$ cat src/rtl/y86_pkg.sv
// Shared Y86 definitions for the writeback sequencer slice.
// Holds the register-ID and data widths, the RNONE/RRSP IDs, the sequencer
// state enum, the held-request struct, and two small helpers used by the RTL.
package y86_pkg;

    localparam int unsigned REG_W    = 4;
    localparam int unsigned DATA_W   = 64;
    localparam int unsigned NUM_REGS = 15;

    typedef logic [REG_W-1:0]  reg_id_t;
    typedef logic [DATA_W-1:0] data_t;

    localparam reg_id_t RNONE = 4'hF;
    localparam reg_id_t RRSP  = 4'h4;

    typedef enum logic [1:0] {
        StIdle,
        StWrE,
        StWrM
    } wb_state_e;

    typedef struct packed {
        reg_id_t dst_e;
        reg_id_t dst_m;
        data_t   val_e;
        data_t   val_m;
    } wb_req_t;

    // First write state for a freshly accepted request.
    function automatic wb_state_e first_state(reg_id_t dst_e, reg_id_t dst_m);
        wb_state_e st;
        if (dst_e != RNONE) begin
            st = StWrE;
        end else if (dst_m != RNONE) begin
            st = StWrM;
        end else begin
            st = StIdle;
        end
        return st;
    endfunction

    // One-hot register mask; RNONE maps to all zeros.
    function automatic logic [NUM_REGS-1:0] reg_onehot(reg_id_t r);
        logic [NUM_REGS-1:0] m;
        for (int i = 0; i < NUM_REGS; i++) begin
            m[i] = (r == REG_W'(i));
        end
        return m;
    endfunction

endpackage

$ cat src/rtl/regfile_wb_sequencer_if.sv
// Writeback request channel between the pipeline (master) and the sequencer
// (slave).
//   wb_valid        : request offered
//   wb_ready        : sequencer accepts this cycle
//   wb_dstE/wb_dstM : destination register IDs (RNONE = no write)
//   wb_valE/wb_valM : writeback data
interface regfile_wb_sequencer_if;
    import y86_pkg::*;

    logic    wb_valid;
    logic    wb_ready;
    reg_id_t wb_dstE;
    reg_id_t wb_dstM;
    data_t   wb_valE;
    data_t   wb_valM;

    modport master (
        output wb_valid, wb_dstE, wb_dstM, wb_valE, wb_valM,
        input  wb_ready
    );

    modport slave (
        input  wb_valid, wb_dstE, wb_dstM, wb_valE, wb_valM,
        output wb_ready
    );

endinterface

$ cat src/rtl/wb_fwd_mux.sv
// Hit detection and bypass select for one decode read port.
//   src        : decode read address
//   busy_mask  : registers with a pending write
//   pend_dst_m : held dstM of the in-flight request
//   val_e/val_m: held writeback data
//   fwd_en/fwd_data : bypass to decode
//   stall      : hit that cannot be satisfied by the bypass
// Build option: define WB_FWD_EN to enable bypassing; otherwise every hit stalls.
module wb_fwd_mux
    import y86_pkg::*;
(
    input  reg_id_t             src,
    input  logic [NUM_REGS-1:0] busy_mask,
    input  reg_id_t             pend_dst_m,
    input  data_t               val_e,
    input  data_t               val_m,
    output logic                fwd_en,
    output data_t               fwd_data,
    output logic                stall
);

`ifdef WB_FWD_EN
    localparam bit FwdEnable = 1'b1;
`else
    localparam bit FwdEnable = 1'b0;
`endif

    logic  hit;
    data_t sel_data;

    always_comb begin
        hit = |(busy_mask & reg_onehot(src));
        // dstM carries the final value when dstE == dstM.
        sel_data = (src == pend_dst_m) ? val_m : val_e;
        fwd_en   = hit & FwdEnable;
        fwd_data = fwd_en ? sel_data : '0;
        stall    = hit & ~fwd_en;
    end

endmodule

$ cat src/rtl/regfile_wb_sequencer.sv
// Serialises a two-destination writeback request (dstE/valE, dstM/valM) onto
// the single register-file write port, E before M, tracking pending
// destinations for decode hazard stalls and optional bypass.
//   clk, reset            : clock, synchronous active-high reset
//   wb                    : writeback request channel (slave modport)
//   rf_we/rf_waddr/rf_wdata : register-file write port
//   rd_srcA/rd_srcB       : decode read addresses
//   busy_mask             : bit i = pending write to register i
//   rd_stall              : decode must hold
//   fwd_a_*/fwd_b_*       : bypass data per read port
// Build option: WB_FWD_EN enables bypassing (see wb_fwd_mux).
module regfile_wb_sequencer
    import y86_pkg::*;
(
    input  logic                   clk,
    input  logic                   reset,
    regfile_wb_sequencer_if.slave  wb,
    output logic                   rf_we,
    output reg_id_t                rf_waddr,
    output data_t                  rf_wdata,
    input  reg_id_t                rd_srcA,
    input  reg_id_t                rd_srcB,
    output logic [NUM_REGS-1:0]    busy_mask,
    output logic                   rd_stall,
    output logic                   fwd_a_en,
    output data_t                  fwd_a_data,
    output logic                   fwd_b_en,
    output data_t                  fwd_b_data
);

    wb_state_e state_q, state_d;
    wb_req_t   hold_q, hold_d;
    logic      last_write;
    logic      accept;
    logic      stall_a, stall_b;

    always_ff @(posedge clk) begin
        if (reset) begin
            state_q <= StIdle;
            hold_q  <= '0;
        end else begin
            state_q <= state_d;
            hold_q  <= hold_d;
        end
    end

    always_comb begin
        state_d = state_q;
        hold_d  = hold_q;
        last_write = (state_q == StWrM) ||
                     ((state_q == StWrE) && (hold_q.dst_m == RNONE));
        wb.wb_ready = ~reset && ((state_q == StIdle) || last_write);
        accept = wb.wb_valid && wb.wb_ready;

        // Accept is only possible when idle or finishing the last write.
        if (accept) begin
            hold_d  = '{dst_e: wb.wb_dstE, dst_m: wb.wb_dstM,
                        val_e: wb.wb_valE, val_m: wb.wb_valM};
            state_d = first_state(wb.wb_dstE, wb.wb_dstM);
        end else if (state_q == StWrE && hold_q.dst_m != RNONE) begin
            state_d = StWrM;
        end else begin
            state_d = StIdle;
        end

        rf_we     = 1'b0;
        rf_waddr  = '0;
        rf_wdata  = '0;
        busy_mask = '0;
        case (state_q)
            StWrE: begin
                rf_we     = 1'b1;
                rf_waddr  = hold_q.dst_e;
                rf_wdata  = hold_q.val_e;
                busy_mask = reg_onehot(hold_q.dst_e) | reg_onehot(hold_q.dst_m);
            end
            StWrM: begin
                rf_we     = 1'b1;
                rf_waddr  = hold_q.dst_m;
                rf_wdata  = hold_q.val_m;
                busy_mask = reg_onehot(hold_q.dst_m);
            end
            default: ;
        endcase

        // The in-flight write is discarded in the reset cycle itself.
        if (reset) begin
            rf_we    = 1'b0;
            rf_waddr = '0;
            rf_wdata = '0;
        end

        rd_stall = stall_a | stall_b;
    end

    wb_fwd_mux u_fwd_a (
        .src        (rd_srcA),
        .busy_mask  (busy_mask),
        .pend_dst_m (hold_q.dst_m),
        .val_e      (hold_q.val_e),
        .val_m      (hold_q.val_m),
        .fwd_en     (fwd_a_en),
        .fwd_data   (fwd_a_data),
        .stall      (stall_a)
    );

    wb_fwd_mux u_fwd_b (
        .src        (rd_srcB),
        .busy_mask  (busy_mask),
        .pend_dst_m (hold_q.dst_m),
        .val_e      (hold_q.val_e),
        .val_m      (hold_q.val_m),
        .fwd_en     (fwd_b_en),
        .fwd_data   (fwd_b_data),
        .stall      (stall_b)
    );

endmodule

$ cat src/flat_wrapper.sv
// flat-port wrapper written by rule: the top's interface ports become plain ports
module regfile_wb_sequencer_flat import y86_pkg::*;
  (clk, reset, rf_we, rf_waddr, rf_wdata, rd_srcA, rd_srcB, busy_mask, rd_stall, fwd_a_en, fwd_a_data, fwd_b_en, fwd_b_data, wb_wb_valid, wb_wb_dstE, wb_wb_dstM, wb_wb_valE, wb_wb_valM, wb_wb_ready);
  regfile_wb_sequencer_if wb_i ();
  input  logic clk;
  input  logic reset;
  output logic rf_we;
  output reg_id_t rf_waddr;
  output data_t rf_wdata;
  input  reg_id_t rd_srcA;
  input  reg_id_t rd_srcB;
  output logic [NUM_REGS-1:0] busy_mask;
  output logic rd_stall;
  output logic fwd_a_en;
  output data_t fwd_a_data;
  output logic fwd_b_en;
  output data_t fwd_b_data;
  input wire logic [$bits(wb_i.wb_valid)-1:0] wb_wb_valid;
  input wire logic [$bits(wb_i.wb_dstE)-1:0] wb_wb_dstE;
  input wire logic [$bits(wb_i.wb_dstM)-1:0] wb_wb_dstM;
  input wire logic [$bits(wb_i.wb_valE)-1:0] wb_wb_valE;
  input wire logic [$bits(wb_i.wb_valM)-1:0] wb_wb_valM;
  output wire logic [$bits(wb_i.wb_ready)-1:0] wb_wb_ready;
  assign wb_i.wb_valid = wb_wb_valid;
  assign wb_i.wb_dstE = wb_wb_dstE;
  assign wb_i.wb_dstM = wb_wb_dstM;
  assign wb_i.wb_valE = wb_wb_valE;
  assign wb_i.wb_valM = wb_wb_valM;
  assign wb_wb_ready = wb_i.wb_ready;
  regfile_wb_sequencer u_core (.clk(clk), .reset(reset), .wb(wb_i), .rf_we(rf_we), .rf_waddr(rf_waddr), .rf_wdata(rf_wdata), .rd_srcA(rd_srcA), .rd_srcB(rd_srcB), .busy_mask(busy_mask), .rd_stall(rd_stall), .fwd_a_en(fwd_a_en), .fwd_a_data(fwd_a_data), .fwd_b_en(fwd_b_en), .fwd_b_data(fwd_b_data));
endmodule
$ cat config.mk
export PLATFORM = sky130hd
export DESIGN_NAME = regfile_wb_sequencer_flat
export DESIGN_NICKNAME = d
export VERILOG_FILES = /design/src/rtl/y86_pkg.sv /design/src/rtl/regfile_wb_sequencer_if.sv /design/src/rtl/wb_fwd_mux.sv /design/src/rtl/regfile_wb_sequencer.sv /design/src/flat_wrapper.sv
export SDC_FILE = /design/constraint.sdc
export NUM_CORES = 1
export LEC_CHECK = 0
export ABC_AREA = 1
export ABC_CLOCK_PERIOD_IN_PS = 1900
export BUFFER_PORTS_ARGS = -buffer_cell sky130_fd_sc_hd__buf_2
export CAP_MARGIN = 10
export CELL_PAD_IN_SITES_DETAIL_PLACEMENT = 1
export CELL_PAD_IN_SITES_GLOBAL_PLACEMENT = 2
export CORE_ASPECT_RATIO = 1.2
export CORE_MARGIN = 1
export CORE_UTILIZATION = 21
export DETAILED_ROUTE_END_ITERATION = 8
export GPL_TIMING_DRIVEN = 0
export PLACE_DENSITY_LB_ADDON = 0.1
export SETUP_SLACK_MARGIN = 0.15
export SLEW_MARGIN = 40
export SYNTH_ARGS = -nofsm -noshare
export SYNTH_HDL_FRONTEND = slang
export SYNTH_SLANG_ARGS = --single-unit
$ cat constraint.sdc
create_clock -name clk -period 1.9 [get_ports clk]
set_clock_uncertainty 0.05 [all_clocks]
set_input_delay 0.19 -clock clk [delete_from_list [all_inputs] [get_ports clk]]
set_output_delay 0.19 -clock clk [all_outputs]
set_load 0.02 [all_outputs]
==> summary.txt, run 1 <==
Status
  – Outcome: finished with violations
  – Failing checks: negative setup slack

Place
  – GP Congestion: around 0.8
  – Placement Cell Area: just over 10000 um2
  – Final HPWL DP: between 20000 and 25000 um
  – Port buffer count: ~230

Die
  – Die ar.: roughly 38000 um2
  – Core ar.: 36100 um2
  – Chip height: about 210 um
  – Initial Utilization: 0.215
  – Die W: 177 um
  – Row cnt: 76
  – I/O pins: approximately 360

Job
  – Max_cap viols: 0

Clocking
  – Clock-pin slew on the worst setup and hold paths: 60 ps
  – CTS Buffer Depth: 2
  – Clock tree sinks: roughly 140
  – CTS tree: built
  – CTS Buf Count: 17
  – Root Driver: clkbuf_16
  – Worst-Skew Late Latency: between 400 and 500 ps
  – H-tree levels: 4

Pwr
  – Leakage power: about 0.0062 uW
  – P per Cell Area: ~600 nW/um2
  – VDD IR max: 0.000458 V

Drt
  – Avg WL per Cell: roughly 16 um
  – Initial DRC count: 226
  – Vias: roughly 9000
  – Post-route ant nets: 0
  – 1st-pass router iterations: 4
  – Via/cell ratio: roughly 4.1
  – Total routed wirelength: roughly 35000 um
  – # DRC: 0

Finish
  – P&R area growth vs syn: 90.3%
  – NumNets Final: 1887
  – Final Util: 0.408
  – Fillers: 4420
  – Share of cells above drive strength 1: 0.385
  – Cell area after layout: around 15000 um2

Logic synthesis
  – Post-synth top flop: dfxtp_1
  – Mapped Area: around 7800 um2
  – Cells after Synth: 1179
  – Area leader, netlist: dfxtp_1
  – Synth top cells by count: 450 x nand2_1, 200 x a21oi_1, 138 x dfxtp_1
  – Post-synth ARST share: 0
  – Sequential-to-total area share from yosys stat: 0.356
  – Proportion of netlist area held by the largest area contributor: 0.356
  – Synth Area per Inst: approximately 6.6 um2
  – EDFF count, synth: 0
  – Count of cell types in the netlist: 19
  – Area contributors post-synth: dfxtp_1 36%, nand2_1 22%, a21oi_1 13%
  – Top-count cell post-synth: nand2_1
  – Yosys warning count: 0
  – Register bit total from synthesis: 138

Critical path
  – Worst-path cell chain: buf_6 -> ha_4 -> buf_6 -> nor2_4 -> nor2_4 -> nand2_2 -> nand2_4 -> nand3_2 -> nand2_2 -> nor2_1 -> nand2_1 -> nor2_2 -> nand2_2 -> buf_6
  – Arrival time at the worst endpoint: 2150 ps
  – CP endpoint kind: output port
  – Largest fanout on the critical path: 5
  – Buf/Inv on CP: 3
  – Worst setup SP type: register
  – Slowest stage delay, CP: 330 ps
  – Critical path's slowest cell: dfxtp_2
  – CP required: between 1500 and 2000 ps
  – Worst path top cell family by delay: simple AND/OR/NAND/NOR gates
  – Kind of critical path: register to output port

GRT
  – Largest net degree at the start of global routing: 17
  – Initial antenna violation count: 3
  – Vias in the first global route: roughly 9300
  – All-Layer GR Usage: 0.185
  – First-pass GRT wire length: 52800 um
  – GRT overflow: 0

STA
  – Fmax: around 420 MHz
  – RSZ-0062 raised after global routing: yes
  – Endpoints failing hold: 0
  – Min cycle time layout: between 2000 and 2500 ps
  – Final worst-path cycle share: 1.26
  – Actual slew at the worst max-slew pin: roughly 800 ps
  – Setup violators final: approximately 150
  – PnR worst setup slack: -490 ps
  – Slew margin rel.: 0.472
  – Max Transition Viols Final: 0

Min path
  – Tightest Hold Check Type: primary input to register
cell families after synthesis:
kind of cell    share of synthesized area
simple gates                        0.296
other cells                      0.000483
flops                               0.356
compound gates                      0.155
fa+ha+maj                         0.00484
buf+inv                             0.188
final timing paths:
path / startpoint / to / slack, ps / cells past startpoint
min: wb_wb_dstE[3] / u_core.hold_q[135] / 30 / 3
min reg2reg: u_core.hold_q[2] / u_core.hold_q[2] / 420 / 2
max reg2reg: u_core.state_q[0] / u_core.hold_q[95] / -120 / 12
max: u_core.state_q[0] / rd_stall / -490 / 14
tightest hold or removal path: stages:
cell,delay [ps]
buf_2,90
nor2_1,50
a211oi_2,130
power by group:
| group | internal (uW) | total, uW | switching, uW | leakage, uW |
|---|---|---|---|---|
| registers | 3040 | 3130 | 88.4 | 0.00113 |
| clock network | 2240 | 3550 | 1310 | 0.000291 |
| logic | 1060 | 2220 | 1150 | 0.00478 |
| total | 6350 | 8900 | 2550 | 0.00620 |
registers in the layout, summed over array words and instances, names as in the netlist:
signal and flops:
u_core.state_q 2, u_core.hold_q 136
area by class of cell:
type,count,area [um2],area share
plain buffers,203,1860,0.126
clock inverters,8,145,0.00983
clock buffers,21,460,0.0312
flip-flops and latches,138,2770,0.188
multi-input cells,939,5040,0.341
inverters,29,138,0.00933
well taps,468,586,0.0397
diodes,3,7.51,0.000509
repair buffers,409,3750,0.254
what timing repair did:
item | 4_1_cts | 5_1_grt
cloned | 18 | 0
resized for setup | 349 | 128
pin swaps | 22 | 20
setup buffers | 22 | 7
hold endpoints to repair | 131 | 0
endpoints found under the setup margin | 224 | 224
hold buffers | 131 | 0
layer usage:
metal  up-vias  part of all wire  track usage
met5         -                 0            0
met3        23             0.052       0.0397
li1       4629                 -            -
met2       233              0.52        0.339
met1      4228              0.42        0.215
met4         0             0.013       0.0439
cell usage in the layout, fill, tap and decap left out, types with 54 or more instances in the layout:
cell type	n
nand2_1	428
buf_4	164
buf_2	151
dfxtp_1	132
dlygate4sd3_1	131
conb_1	130
a21oi_1	119
buf_6	80
nor2_1	57
a21oi_4	54
metrics by stage:
step	instances	hold WS (ps)	total power, uW	setup slack, ps	TNS (ps)
after global routing	2218	19.7	9300	-645	-53160
after detailed placement	2008	395	4670	-419	-44150
after floorplan	1308	276	4210	110	0
after CTS	2208	9.48	8940	-515	-32750
final	2218	26.0	8900	-490	-31310
after global placement	2008	391	4660	-376	-38970
Power figures use the tool's default switching activity.
==> run 2, diff against run 1 <==
- GPL_TIMING_DRIVEN: 0 -> 1
==> run 2 against run 1 <==
Effect of this change:
- the run still ends with negative setup slack left
- first-iteration DRC count rose by 57%
- total power rose by 3.0%
- flip-flop and latch count did not move
- cell count fell by 5.1%
- critical endpoint is now u_core.hold_q[47]
- sequential share of layout area fell by 0.062 points
==> summary.txt, run 2 (synthesis gave the netlist of run 1 again) <==
Finish
  – Commonest cells after routing, fill and taps aside: 318 x nand2_1, 145 x buf_2, 135 x dfxtp_1, 130 x conb_1, 130 x dlygate4sd3_1
  – Top Registers: u_core.hold_q (136), u_core.state_q (2)
  – Max reg flops: about 140
  – Multi-input gate area: roughly 5400 um2
  – Share of cells above drive strength 1: 0.438
  – Cell area after layout: 14800 um2
  – Diode count: 0
  – Seq. cell area: about 2800 um2
  – Most common cell after layout, fill and taps aside: nand2_1
  – Fillers: 4302
  – Final Non-Filler Cells: roughly 2100
  – Largest Register: u_core.hold_q
  – P&R area growth vs syn: 90.6%
  – NumNets Final: between 1500 and 2000

Die
  – Initial Utilization: 0.215
  – Die W: between 150 and 200 um
  – I/O pins: between 300 and 400
  – Core ar.: about 36000 um2
  – Row cnt: between 70 and 80
  – Chip height: approximately 210 um
  – Die ar.: ~38000 um2

Status
  – Outcome: finished with violations
  – Failing checks: negative setup slack

GRT
  – GRT overflow: 0
  – All-Layer GR Usage: 0.185
  – Largest net degree at the start of global routing: ~120
  – Initial antenna violation count: 0
  – Vias in the first global route: 8991
  – First-pass GRT wire length: between 50000 and 60000 um

Critical path
  – Reg2Reg Launch Point: u_core.state_q[1]
  – CP required: 2120 ps
  – Arrival time at the worst endpoint: 2550 ps
  – Register-to-Register Path Depth: 14
  – Worst setup SP type: register
  – Largest fanout on the critical path: 7
  – Worst-path cell chain: buf_4 -> ha_4 -> buf_4 -> buf_6 -> buf_12 -> nor2_4 -> a21oi_4 -> buf_12 -> nand2_8 -> buf_16 -> clkinv_16 -> clkbuf_16 -> nand2_1 -> a21oi_1
  – Slowest stage delay, CP: between 300 and 400 ps
  – Critical path's slowest cell: dfxtp_2
  – Kind of critical path: register to register
  – Register-to-register setup slack: -440 ps
  – CP endpoint kind: register
  – Worst flop-to-flop path endpoint: u_core.hold_q[47]

Drt
  – # DRC: 0
  – Vias: slightly below 9000
  – Initial DRC count: roughly 360
  – Avg WL per Cell: roughly 18 um
  – 1st-pass router iterations: 6
  – Total routed wirelength: 37900 um
  – Via/cell ratio: between 4 and 5
  – Post-route ant nets: 0

Clocking
  – CTS Buffer Depth: 2
  – Worst-Skew Late Latency: between 400 and 500 ps
  – H-tree levels: 4
  – Root Driver: clkbuf_16
  – CTS Buf Count: 17
  – Clock-pin slew on the worst setup and hold paths: about 70 ps
  – Clock tree sinks: between 100 and 150
  – CTS tree: built

Place
  – Placement Cell Area: 9480 um2
  – GP Congestion: around 0.80
  – Final HPWL DP: approximately 21000 um
  – Place WS: -188 ps
  – Port buffer count: around 230
  – Cells after DPL: 1861

STA
  – Slew margin rel.: 0.404
  – PnR worst setup slack: -438 ps
  – Final worst-path cycle share: 1.23
  – Setup violators final: 224
  – Max Transition Viols Final: 0
  – RSZ-0062 raised after global routing: yes
  – Min cycle time layout: about 2300 ps
  – Fmax: roughly 430 MHz
  – Endpoints failing hold: 0
  – Final hold slack: around 16 ps
  – Actual slew at the worst max-slew pin: about 890 ps
  – Setup TNS: -74050 ps

Min path
  – Tightest Hold Check Type: primary input to register
  – Hold Path End: u_core.hold_q[130]
  – Hold path depth: 3
  – Hold Startpoint: wb_wb_dstM[2]

Pwr
  – Leakage power: ~0.006 uW
  – VDD IR max: 0.000454 V
  – P per Cell Area: about 620 nW/um2

Job
  – Max_cap viols: 0
## run 2: cell types whose count changed in the layout (fill, tap and decap cells not counted), sizes merged
cell	before	now
inv	27	32
clkinvlp	3	2
diode	3	0
dlygate4sd3	131	130
bufbuf	11	1
clkbuf	67	35
buf	424	349
clkinv	3	7
## run 2: worst max-delay path by stage
stage / depth (start not counted) / from / to / slack (ps)
after detailed placement: 13 / u_core.state_q[0] / rd_stall / -190
after global routing: 13 / u_core.state_q[1] / rd_stall / -520
after global placement: 13 / u_core.state_q[1] / rd_stall / -150
after floorplan: 7 / u_core.state_q[0] / rf_wdata[10] / 110
final: 14 / u_core.state_q[1] / u_core.hold_q[47] / -440
after CTS: 12 / u_core.state_q[1] / rd_stall / -380
## run 2: cell type report
type	count	area share
Multi-Input combinational cell	939	0.362
Timing Repair Buffer	498	0.355
Sequential cell	138	0.187
Tap cell	468	0.0396
Clock buffer	17	0.0288
Clock inverter	14	0.0133
Inverter	29	0.0108
Timing Repair inverter	2	0.00338
## run 2: what timing repair did
item,4_1_cts,5_1_grt
gates resized for setup,334,196
hold buffers,130,0
pin swaps,28,53
setup buffers,21,13
endpoints found under the hold margin,130,0
gates cloned,26,23
setup endpoints to repair,224,224
## run 2: metrics by stage
stage          power (uW)  utilization
2_1_floorplan        4210            -
3_3_place_gp         4460        0.262
3_5_place_dp         4480        0.262
4_1_cts              8950        0.373
5_1_grt              9590        0.409
6_report             9170        0.409
## run 2: layer usage
metal / share of wire / wire length (um) / GRT usage
met3: 0.042 / 1610 / 0.0345
met2: 0.52 / 19900 / 0.337
met5: 0 / 0 / 0
met1: 0.42 / 16100 / 0.225
met4: 0.0094 / 357 / 0.0342
## run 2: where the power goes
part / switching (uW) / internal [uW]
Clock: 1440 / 2210
Sequential: 95.0 / 3040
Combinational: 1300 / 1090
## run 2: critical path: cells and delay by family (launching register included)
kind	cells	cell delay [ps]
simple gates	3	320
compound gates	2	130
fa+ha+maj	1	180
flops	1	330
buf+inv	8	1150
==> run 3, diff against run 2 <==
- PLACE_DENSITY: not set -> 0.85
- PLACE_DENSITY_LB_ADDON: 0.1 -> not set
==> run 3 against run 2 <==
Effect of this change:
- the flow still finishes with violations (negative setup slack)
- cell count hardly changed
- register-to-register slack improved by 40 ps
- first-iteration DRC count rose by 27%
- hold slack improved by 5.7 ps
- flip-flop and latch count unchanged
- sequential power is essentially flat
- critical path depth down 5
- combinational power shrank 4%
- clock power decreased by 9.1%
- largest power group unchanged
==> summary.txt, run 3 (synthesis gave the netlist of run 1 again) <==
Clocking
  – CTS Buf Count: 17
  – Clock tree sinks: around 140
  – Root Driver: clkbuf_16
  – Worst-Skew Late Latency: around 420 ps
  – CTS tree: built
  – H-tree levels: 4
  – Clock-pin slew on the worst setup and hold paths: 60 ps
  – CTS Buffer Depth: 2

Critical path
  – CP endpoint kind: output port
  – Worst-path cell chain: inv_4 -> ha_4 -> clkbuf_16 -> buf_8 -> buf_12 -> buf_12 -> nand2_4 -> a21oi_4 -> buf_6
  – Critical path's slowest cell: dfxtp_2
  – Kind of critical path: register to output port
  – Crit path top cell by count: buf_12
  – Slowest stage delay, CP: roughly 340 ps
  – CP required: 1660 ps
  – Arrival time at the worst endpoint: 2100 ps
  – Largest fanout on the critical path: 8
  – Worst setup SP type: register

Drt
  – Initial DRC count: 452
  – Avg WL per Cell: about 19 um
  – # DRC: 0
  – 1st-pass router iterations: 5
  – Total routed wirelength: slightly below 40000 um
  – Via/cell ratio: between 4 and 5
  – Vias: between 9000 and 10000
  – Post-route ant nets: 0

STA
  – Min cycle time layout: 2340 ps
  – Setup violators final: approximately 220
  – Actual slew at the worst max-slew pin: about 790 ps
  – Slew margin rel.: 0.472
  – Endpoints failing hold: 0
  – RSZ-0062 raised after global routing: yes
  – Setup TNS: -64950 ps
  – Max Transition Viols Final: 0
  – Final worst-path cycle share: 1.23
  – Fmax: roughly 430 MHz
  – PnR worst setup slack: -438 ps

Finish
  – Final Util: 0.405
  – Share of cells above drive strength 1: 0.411
  – P&R area growth vs syn: 88.6%
  – Top Registers: u_core.hold_q (136), u_core.state_q (2)
  – Max reg flops: ~140
  – Commonest cells after routing, fill and taps aside: 372 x nand2_1, 155 x buf_2, 134 x dfxtp_1, 130 x conb_1, 129 x dlygate4sd3_1
  – NumNets Final: around 1800
  – Largest Register: u_core.hold_q
  – Most common cell after layout, fill and taps aside: nand2_1

Pwr
  – PnR Total Power: 8780 uW
  – Leakage power: 0.00604 uW
  – P per Cell Area: between 600 and 700 nW/um2
  – VDD IR max: around 0.00047 V

Die
  – I/O pins: 363
  – Core ar.: 36100 um2
  – Die W: about 180 um
  – Chip height: ~210 um
  – Initial Utilization: 0.215
  – Die ar.: 37700 um2
  – Row cnt: 76

GRT
  – Vias in the first global route: roughly 9800
  – GRT overflow: 0
  – First-pass GRT wire length: ~56000 um
  – All-Layer GR Usage: 0.195
  – Largest net degree at the start of global routing: 80
  – Initial antenna violation count: 2

Place
  – GP Congestion: ~0.85
  – Port buffer count: approximately 230
  – Final HPWL DP: 20500 um

Status
  – Outcome: finished with violations
  – Failing checks: negative setup slack

Job
  – Max_cap viols: 0

Min path
  – Tightest Hold Check Type: primary input to register
-- run 3: cell count changes in the layout (fill, tap and decap cells not counted), sizes merged --
cell / change
clkinvlp: +2
dlygate4sd3: -1
buf: -3
diode: +4
clkbuf: -6
bufinv: -3
clkinv: -1
bufbuf: +6
-- run 3: stage by stage --
step	setup slack (ps)	hold slack [ps]	cell area [um2]	instances
after floorplan	110	276	8590	1308
after global placement	-54.6	392	9540	1860
after detailed placement	-90.0	397	9540	1860
after CTS	-430	4.06	13400	2076
after global routing	-551	18.8	14600	2101
final	-438	21.4	14600	2103
-- run 3: critical path: cells and delay by family, from the launching register on --
| family | cells | cell delay (ps) |
|---|---|---|
| adders and majority gates | 1 | 230 |
| DFF | 1 | 340 |
| buffers and inverters | 6 | 850 |
| AOI/OAI and AO/OA | 1 | 180 |
| and+or+nand+nor | 1 | 70 |
-- run 3: final cells by class --
type / instances / area [um2]
fill: 4277 / 21500
multi-input combinational: 939 / 5390
timing repair buffer: 492 / 5130
sequential: 138 / 2770
tap: 468 / 586
clock buffer: 19 / 453
inverter: 29 / 150
clock inverter: 13 / 119
timing repair inverter: 1 / 16.3
antenna: 4 / 10.0
-- run 3: worst paths after layout --
path / start / endpoint / slack (ps) / cells past startpoint
min: wb_wb_dstE[0] / u_core.hold_q[132] / 20 / 3
min reg2reg: u_core.hold_q[56] / u_core.hold_q[56] / 410 / 2
max reg2reg: u_core.state_q[1] / u_core.hold_q[91] / -400 / 12
max: u_core.state_q[1] / rf_wdata[31] / -440 / 9
-- run 3: power by group --
part / internal, uW / leakage (uW) / switching (uW) / total, uW
Clock: 1880 / 0.000272 / 1430 / 3310
Combinational: 1040 / 0.00464 / 1270 / 2300
Sequential: 3040 / 0.00113 / 121 / 3160
Total: 5960 / 0.00604 / 2820 / 8780
-- run 3: timing repair --
| item | 4_1_cts | 5_1_grt |
|---|---|---|
| endpoints found under the setup margin | 223 | 224 |
| endpoints found under the hold margin | 129 | 0 |
| buffers inserted | 25 | 13 |
| pin swaps | 28 | 67 |
| cloned | 30 | 10 |
| hold buffers | 129 | 0 |
| resized for setup | 281 | 221 |
-- run 3: metal layers --
metal	track usage	part of all wire
met3	0.0249	0.039
met4	0.0763	0.034
met5	0	0
met1	0.230	0.41
met2	0.354	0.51
